<file path="config.mk">
export PLATFORM = sky130hd
export DESIGN_NAME = pll_loop_ctrl
export DESIGN_NICKNAME = d
export VERILOG_FILES = /design/src/rtl/pll_loop_ctrl.sv
export SDC_FILE = /design/constraint.sdc
export NUM_CORES = 1
export LEC_CHECK = 0
export ABC_AREA = 1
export ABC_CLOCK_PERIOD_IN_PS = 7100
export CORE_MARGIN = 5
export CORE_UTILIZATION = 63
export CTS_CLUSTER_DIAMETER = 30
export CTS_CLUSTER_SIZE = 16
export DETAILED_ROUTE_END_ITERATION = 8
export PLACE_DENSITY = 0.82
export SYNTH_ARGS = -nofsm -noshare
export SYNTH_HDL_FRONTEND = slang
export SYNTH_SLANG_ARGS = --single-unit
</file>
<file path="constraint.sdc">
create_clock -name clk -period 7.1 [get_ports clk]
set_input_delay 2.13 -clock clk [delete_from_list [all_inputs] [get_ports clk]]
set_output_delay 2.13 -clock clk [all_outputs]
set_load 0.005 [all_outputs]
</file>
<file path="src/rtl/pll_loop_ctrl.sv">
// pll_loop_ctrl: digital phase detector and saturating PI loop filter that
// steers the DCO tuning word from the reference/feedback edge separation and
// reports loop lock.
module pll_loop_ctrl #(
    parameter int                   BIT_COUNT  = 24,
    parameter int                   ERR_W      = 16,
    parameter int                   KP_SHIFT   = 8,
    parameter int                   KI_SHIFT   = 4,
    parameter logic [BIT_COUNT-1:0] SPEED_INIT = 24'h100000,
    parameter logic [BIT_COUNT-1:0] SPEED_MIN  = 24'h010000,
    parameter logic [BIT_COUNT-1:0] SPEED_MAX  = 24'h7FFFFF,
    parameter int                   LOCK_TOL   = 2,
    parameter int                   LOCK_CNT   = 16
) (
    input  logic                    clk,
    input  logic                    rst,
    input  logic                    en,
    input  logic                    ref_in,
    input  logic                    fb_in,
    output logic [BIT_COUNT-1:0]    speed_var,
    output logic                    upd,
    output logic signed [ERR_W-1:0] phase_err,
    output logic                    locked
);

    localparam int W    = BIT_COUNT + ERR_W + 2;
    localparam int LC_W = $clog2(LOCK_CNT + 1);

    localparam logic [ERR_W-1:0]        ERR_MAX  = {1'b0, {(ERR_W-1){1'b1}}};
    localparam logic [ERR_W-1:0]        CNT_ONE  = ERR_W'(1);
    localparam logic [ERR_W-1:0]        CNT_ZERO = ERR_W'(0);
    localparam logic [LC_W-1:0]         LC_ONE   = LC_W'(1);
    localparam logic [LC_W-1:0]         LC_FULL  = LC_W'(LOCK_CNT);
    localparam logic signed [W-1:0]     INIT_S   = {{(W-BIT_COUNT){1'b0}}, SPEED_INIT};
    localparam logic signed [W-1:0]     MIN_S    = {{(W-BIT_COUNT){1'b0}}, SPEED_MIN};
    localparam logic signed [W-1:0]     MAX_S    = {{(W-BIT_COUNT){1'b0}}, SPEED_MAX};
    localparam logic signed [W-1:0]     I_MIN_S  = MIN_S - INIT_S;
    localparam logic signed [W-1:0]     I_MAX_S  = MAX_S - INIT_S;
    localparam logic signed [W-1:0]     TOL_S    = W'(LOCK_TOL);

    typedef enum logic [1:0] {
        IDLE     = 2'd0,
        WAIT_FB  = 2'd1,
        WAIT_REF = 2'd2,
        UPDATE   = 2'd3
    } state_t;

    state_t                  state_q, state_d;
    logic                    ref_prev_q, ref_prev_d;
    logic                    fb_prev_q, fb_prev_d;
    logic                    pend_ref_q, pend_ref_d;
    logic                    pend_fb_q, pend_fb_d;
    logic [ERR_W-1:0]        cnt_q, cnt_d;
    logic signed [ERR_W-1:0] err_q, err_d;
    logic signed [W-1:0]     integ_q, integ_d;
    logic [BIT_COUNT-1:0]    speed_q, speed_d;
    logic signed [ERR_W-1:0] phase_err_q, phase_err_d;
    logic                    upd_q, upd_d;
    logic                    locked_q, locked_d;
    logic [LC_W-1:0]         lock_cnt_q, lock_cnt_d;

    logic                    ref_rise, fb_rise, ref_ev, fb_ev;
    logic signed [W-1:0]     err_ext, ki_term, kp_term;
    logic signed [W-1:0]     integ_sum, integ_clamped, speed_sum, err_abs;

    assign ref_rise = ref_in & ~ref_prev_q;
    assign fb_rise  = fb_in & ~fb_prev_q;
    assign ref_ev   = ref_rise | pend_ref_q;
    assign fb_ev    = fb_rise | pend_fb_q;

    assign err_ext  = {{(W-ERR_W){err_q[ERR_W-1]}}, err_q};
    assign ki_term  = err_ext <<< KI_SHIFT;
    assign kp_term  = err_ext <<< KP_SHIFT;

    // State register plus all datapath flops; reset discards any measurement.
    always_ff @(posedge clk or posedge rst) begin
        if (rst) begin
            state_q     <= IDLE;
            ref_prev_q  <= 1'b0;
            fb_prev_q   <= 1'b0;
            pend_ref_q  <= 1'b0;
            pend_fb_q   <= 1'b0;
            cnt_q       <= CNT_ZERO;
            err_q       <= {ERR_W{1'b0}};
            integ_q     <= {W{1'b0}};
            speed_q     <= SPEED_INIT;
            phase_err_q <= {ERR_W{1'b0}};
            upd_q       <= 1'b0;
            locked_q    <= 1'b0;
            lock_cnt_q  <= {LC_W{1'b0}};
        end else begin
            state_q     <= state_d;
            ref_prev_q  <= ref_prev_d;
            fb_prev_q   <= fb_prev_d;
            pend_ref_q  <= pend_ref_d;
            pend_fb_q   <= pend_fb_d;
            cnt_q       <= cnt_d;
            err_q       <= err_d;
            integ_q     <= integ_d;
            speed_q     <= speed_d;
            phase_err_q <= phase_err_d;
            upd_q       <= upd_d;
            locked_q    <= locked_d;
            lock_cnt_q  <= lock_cnt_d;
        end
    end

    // Phase detector: next state, edge-separation counter and measured error.
    always_comb begin
        state_d    = state_q;
        cnt_d      = cnt_q;
        err_d      = err_q;
        pend_ref_d = pend_ref_q;
        pend_fb_d  = pend_fb_q;
        ref_prev_d = ref_in;
        fb_prev_d  = fb_in;
        if (!en) begin
            state_d    = IDLE;
            cnt_d      = CNT_ZERO;
            pend_ref_d = 1'b0;
            pend_fb_d  = 1'b0;
        end else begin
            case (state_q)
                IDLE: begin
                    pend_ref_d = 1'b0;
                    pend_fb_d  = 1'b0;
                    if (ref_ev && fb_ev) begin
                        err_d   = {ERR_W{1'b0}};
                        state_d = UPDATE;
                    end else if (ref_ev) begin
                        cnt_d   = CNT_ONE;
                        state_d = WAIT_FB;
                    end else if (fb_ev) begin
                        cnt_d   = CNT_ONE;
                        state_d = WAIT_REF;
                    end else begin
                        state_d = IDLE;
                    end
                end
                WAIT_FB: begin
                    if (fb_rise) begin
                        err_d   = cnt_q;
                        state_d = UPDATE;
                    end else if (ref_rise) begin
                        err_d   = ERR_MAX;
                        state_d = UPDATE;
                    end else if (cnt_q != ERR_MAX) begin
                        cnt_d = cnt_q + CNT_ONE;
                    end else begin
                        cnt_d = cnt_q;
                    end
                end
                WAIT_REF: begin
                    if (ref_rise) begin
                        err_d   = CNT_ZERO - cnt_q;
                        state_d = UPDATE;
                    end else if (fb_rise) begin
                        err_d   = CNT_ZERO - ERR_MAX;
                        state_d = UPDATE;
                    end else if (cnt_q != ERR_MAX) begin
                        cnt_d = cnt_q + CNT_ONE;
                    end else begin
                        cnt_d = cnt_q;
                    end
                end
                UPDATE: begin
                    // Edges landing in the update cycle are replayed from IDLE.
                    pend_ref_d = pend_ref_q | ref_rise;
                    pend_fb_d  = pend_fb_q | fb_rise;
                    state_d    = IDLE;
                end
                default: begin
                    state_d = IDLE;
                end
            endcase
        end
    end

    // PI filter with anti-windup clamp, output update pulse and lock tracking.
    always_comb begin
        integ_d       = integ_q;
        speed_d       = speed_q;
        phase_err_d   = phase_err_q;
        upd_d         = 1'b0;
        locked_d      = locked_q;
        lock_cnt_d    = lock_cnt_q;
        integ_sum     = integ_q + ki_term;
        err_abs       = err_ext[W-1] ? -err_ext : err_ext;
        // Integrator is bounded so that INIT+integ alone never leaves the range.
        if (integ_sum < I_MIN_S) begin
            integ_clamped = I_MIN_S;
        end else if (integ_sum > I_MAX_S) begin
            integ_clamped = I_MAX_S;
        end else begin
            integ_clamped = integ_sum;
        end
        speed_sum = INIT_S + integ_clamped + kp_term;
        if (!en) begin
            locked_d   = 1'b0;
            lock_cnt_d = {LC_W{1'b0}};
        end else if (state_q == UPDATE) begin
            integ_d     = integ_clamped;
            phase_err_d = err_q;
            upd_d       = 1'b1;
            if (speed_sum < MIN_S) begin
                speed_d = SPEED_MIN;
            end else if (speed_sum > MAX_S) begin
                speed_d = SPEED_MAX;
            end else begin
                speed_d = speed_sum[BIT_COUNT-1:0];
            end
            if (err_abs <= TOL_S) begin
                if (lock_cnt_q != LC_FULL) begin
                    lock_cnt_d = lock_cnt_q + LC_ONE;
                end else begin
                    lock_cnt_d = lock_cnt_q;
                end
                locked_d = (lock_cnt_d == LC_FULL);
            end else begin
                lock_cnt_d = {LC_W{1'b0}};
                locked_d   = 1'b0;
            end
        end else begin
            upd_d = 1'b0;
        end
    end

    assign speed_var = speed_q;
    assign upd       = upd_q;
    assign phase_err = phase_err_q;
    assign locked    = locked_q;

endmodule

</file>
==> flow_metrics.env <==
export IMPL_vias=12900
export IMPL_synth_simple_gate_area_share_pct=37.0
export IMPL_grt_antenna_before_repair=0
export IMPL_htreeDepth=4
export IMPL_drc_errors=0
export IMPL_viasPerCell=5.66
export IMPL_synthAdderAreaFrac_pct=11.7
export IMPL_grt_pass1_vias=12200
export IMPL_slowest_delay_ps=640
export IMPL_cp_data_arrival_time_ps=7000
export IMPL_synth_xor_area_share_pct=2.41
export IMPL_nets=2126
export IMPL_min_from="speed_var[20]$_DFFE_PP1P_"
export IMPL_hold_path_class="reg2reg"
export IMPL_setup_worst_path_start_class="register"
export IMPL_place_congestion=0.990
export IMPL_wl_per_cell_um=16.0
export IMPL_cts_buffers=17
export IMPL_clock_sinks=127
export IMPL_coreArea_um2=19300
export IMPL_min_period_ps=6680
export IMPL_required_ps=7420
export IMPL_muxShareOfSynthArea_pct=0
export IMPL_clkLatencyLatePin_ps=430
export IMPL_synth_top_family_by_area="simple AND/OR/NAND/NOR gates"
export IMPL_yosysUniqueCellTypes=56
export IMPL_min_period_over_period_pct=94.1
export IMPL_initial_core_util_pct=63.5
export IMPL_synth_seq_area_share_pct=25.9
export IMPL_syn_nets=2088
export IMPL_synth_top_area_cell="dfrtp_1"
export IMPL_synthCells=1969
export IMPL_synth_area_um2=12300
export IMPL_wl_met1_um=15600
export IMPL_reg2reg_depth=33
export IMPL_tns_ps=0
export IMPL_wl_met2_um=17200
export IMPL_cp_max_fo=29
export IMPL_path_clk_slew_ps=70
export IMPL_synthToLayoutAreaGrowth_pct=10.6
export IMPL_synth_edf_count=0
export IMPL_io_pins=47
export IMPL_yosysWarnings=0
export IMPL_timing_rr_end="speed_var[16]$_DFFE_PP0P_"
export IMPL_synthArstFlopShare_pct=100
export IMPL_drt_total_wl_um=36600
export IMPL_rsz0062_at_grt="no"
export IMPL_drt_iter0_markers=1131
export IMPL_drv_cap=0
export IMPL_cts_tree="done"
export IMPL_antenna_left=0
export IMPL_final_cell_mix="nand2_1 (737), inv_1 (309), nor2_1 (155)"
export IMPL_synth_seq_cells=127
export IMPL_synth_top_area_share_pct=25.7
export IMPL_clock_skew_ps=13.6
export IMPL_hpwl_um=28300
export IMPL_fmax_mhz=150
export IMPL_die_area_um2=22400
export IMPL_slew_headroom_pct=28.9
export IMPL_holdPathStages=2
export IMPL_die_h_um=150
export IMPL_fillCellCount=1662
export IMPL_crit_type="reg2reg"
export IMPL_drive_gt1_share_pct=4.21
export IMPL_dr_pass1_iters=6
export IMPL_tightestPinTransition_ps=1060
export IMPL_critPathCaptureType="register"
export IMPL_finalSetupViolations=0
export IMPL_final_common_cell="nand2_1"
export IMPL_crit_reg2reg_launch="err_q[15]$_DFFE_PP0P_"
export IMPL_io_buffers=46
export IMPL_grt_util_all_layers_pct=33.1
export IMPL_wl_met3_um=2290
export IMPL_drv_slew=0
export IMPL_synthTopCellsByArea="dfrtp_1 (26%), nand2_1 (23%), ha_1 (11%), inv_1 (9.5%), nor2_1 (4.7%)"
export IMPL_overflow=0
export IMPL_cpMaxStageDelayCell="dfrtp_4"
export IMPL_crit_top_cell="nand2_1"
export IMPL_cts_setup_buffers=0
export IMPL_highest_layer="met4"
export IMPL_antenna_cells=0
export IMPL_status="complete, no violations"
export IMPL_avgSynthCellArea_um2=6.24
export IMPL_finalHoldViolations=0
export IMPL_root_buffer="clkbuf_16"
export IMPL_holdPathEnd="speed_var[20]$_DFFE_PP1P_"
export IMPL_rrSetupSlack_ps=420
export IMPL_synth_ff_type="dfrtp_1"
export IMPL_synth_compound_area_share_pct=11.7
export IMPL_clock_tree_buffer_depth=2
export IMPL_row_count=51
export IMPL_die_x_um=150
export IMPL_grt_max_degree=107
export IMPL_grt_first_pass_wirelength_um=59700
==> how the worst max path moves through the flow <==
stage / start / slack, ps / cells after the start / to
3_3_place_gp: err_q[15]$_DFFE_PP0P_ / 600 / 33 / speed_var[16]$_DFFE_PP0P_
2_1_floorplan: rst / 1590 / 1 / cnt_q[0]$_DFFE_PP0P_
4_1_cts: err_q[15]$_DFFE_PP0P_ / 490 / 33 / speed_var[16]$_DFFE_PP0P_
3_5_place_dp: err_q[15]$_DFFE_PP0P_ / 560 / 33 / speed_var[16]$_DFFE_PP0P_
6_report: err_q[15]$_DFFE_PP0P_ / 420 / 33 / speed_var[16]$_DFFE_PP0P_
5_1_grt: err_q[0]$_DFFE_PP0P_ / 50 / 42 / speed_var[22]$_DFFE_PP0P_
==> cell usage after synthesis, types with 2 or more instances <==
| master | number |
|---|---|
| buf_6 | 4 |
| dlygate4sd3_1 | 2 |
| xnor2_1 | 21 |
| nand2_1 | 738 |
| nand3b_2 | 2 |
| ha_1 | 112 |
| and2_1 | 3 |
| dfrtp_1 | 126 |
| buf_4 | 3 |
| nand3_1 | 96 |
| nor3_1 | 21 |
| inv_1 | 310 |
| a21oi_2 | 12 |
| clkinv_1 | 2 |
| fa_1 | 2 |
| nand4_1 | 31 |
| a22oi_1 | 3 |
| o21ai_0 | 89 |
| nor3_2 | 2 |
| nor3b_1 | 2 |
| o22ai_1 | 16 |
| xor2_1 | 11 |
| nor4_1 | 4 |
| a21oi_1 | 90 |
| o21bai_1 | 13 |
| nor2_2 | 4 |
| or2_2 | 4 |
| a32oi_1 | 7 |
| nand3_2 | 4 |
| a31oi_1 | 6 |
| nand3b_1 | 15 |
| nand2_2 | 8 |
| o21ai_1 | 5 |
| inv_2 | 3 |
| buf_2 | 3 |
| clkbuf_1 | 19 |
| and3_1 | 3 |
| nor2_1 | 155 |
==> stage by stage <==
step                utilization (%)  hold slack (ps)  cells  area (um2)  setup slack, ps
floorplan                         -              453   1969       12300             1590
global placement               66.9              456   2253       12900              604
detailed placement             66.9              467   2253       12900              559
CTS                            70.2              483   2285       13600              492
global route                   70.3              495   2285       13600             45.7
finish                         70.3              477   2285       13600              422
==> kinds of logic (layout without fill, tap and decap cells) <==
kind of cell,count (synthesis),after routing
AO/OA/AOI/OAI,251,251
XOR/XNOR,33,33
adder cells (fa/ha/maj),114,114
buffers and inverters,348,399
flip-flops,127,127
AND/OR/NAND/NOR,1096,1096
==> metal layers <==
| metal | GRT usage, % | up-vias |
|---|---|---|
| met2 | 55.5 | 524 |
| met1 | 42.8 | 5948 |
| met5 | 0 | - |
| met4 | 15.3 | 0 |
| met3 | 4.12 | 114 |
| li1 | - | 6348 |
==> state kept, by name, indices dropped and copies added (netlist names), 2 cells and up <==
register and cells:
lock_cnt_q 5, err_q 16, speed_var 24, cnt_q 16, phase_err 16, state_q 2
integ_q 42
==> timing repair <==
item,4_1_cts,5_1_grt
endpoints found under the setup margin,0,4
hold endpoints to repair,0,0
hold buffers,0,0
resized for setup,0,3
==> critical path: cells and delay by family, from the launching register on <==
| kind | cells | cell delay [ps] |
|---|---|---|
| AND/OR/NAND/NOR | 19 | 2770 |
| adder cells (fa/ha/maj) | 4 | 1440 |
| buffers and inverters | 6 | 850 |
| AO/OA/AOI/OAI | 4 | 840 |
| flip-flops | 1 | 640 |
==> area by class of cell <==
class                   instances  area, um2  share of cell area (%)
clock inverters                13        199                    1.46
clock buffers                  19        453                    3.33
well taps                     265        332                    2.44
multi-input cells            1494       7730                    56.9
inverters                     315       1190                    8.74
repair buffers                 52        505                    3.72
flip-flops and latches        127       3180                    23.4
Power is left out: the tool's default activity adds up to more than one toggle a clock period on the data nets, which glitch-free logic cannot reach.
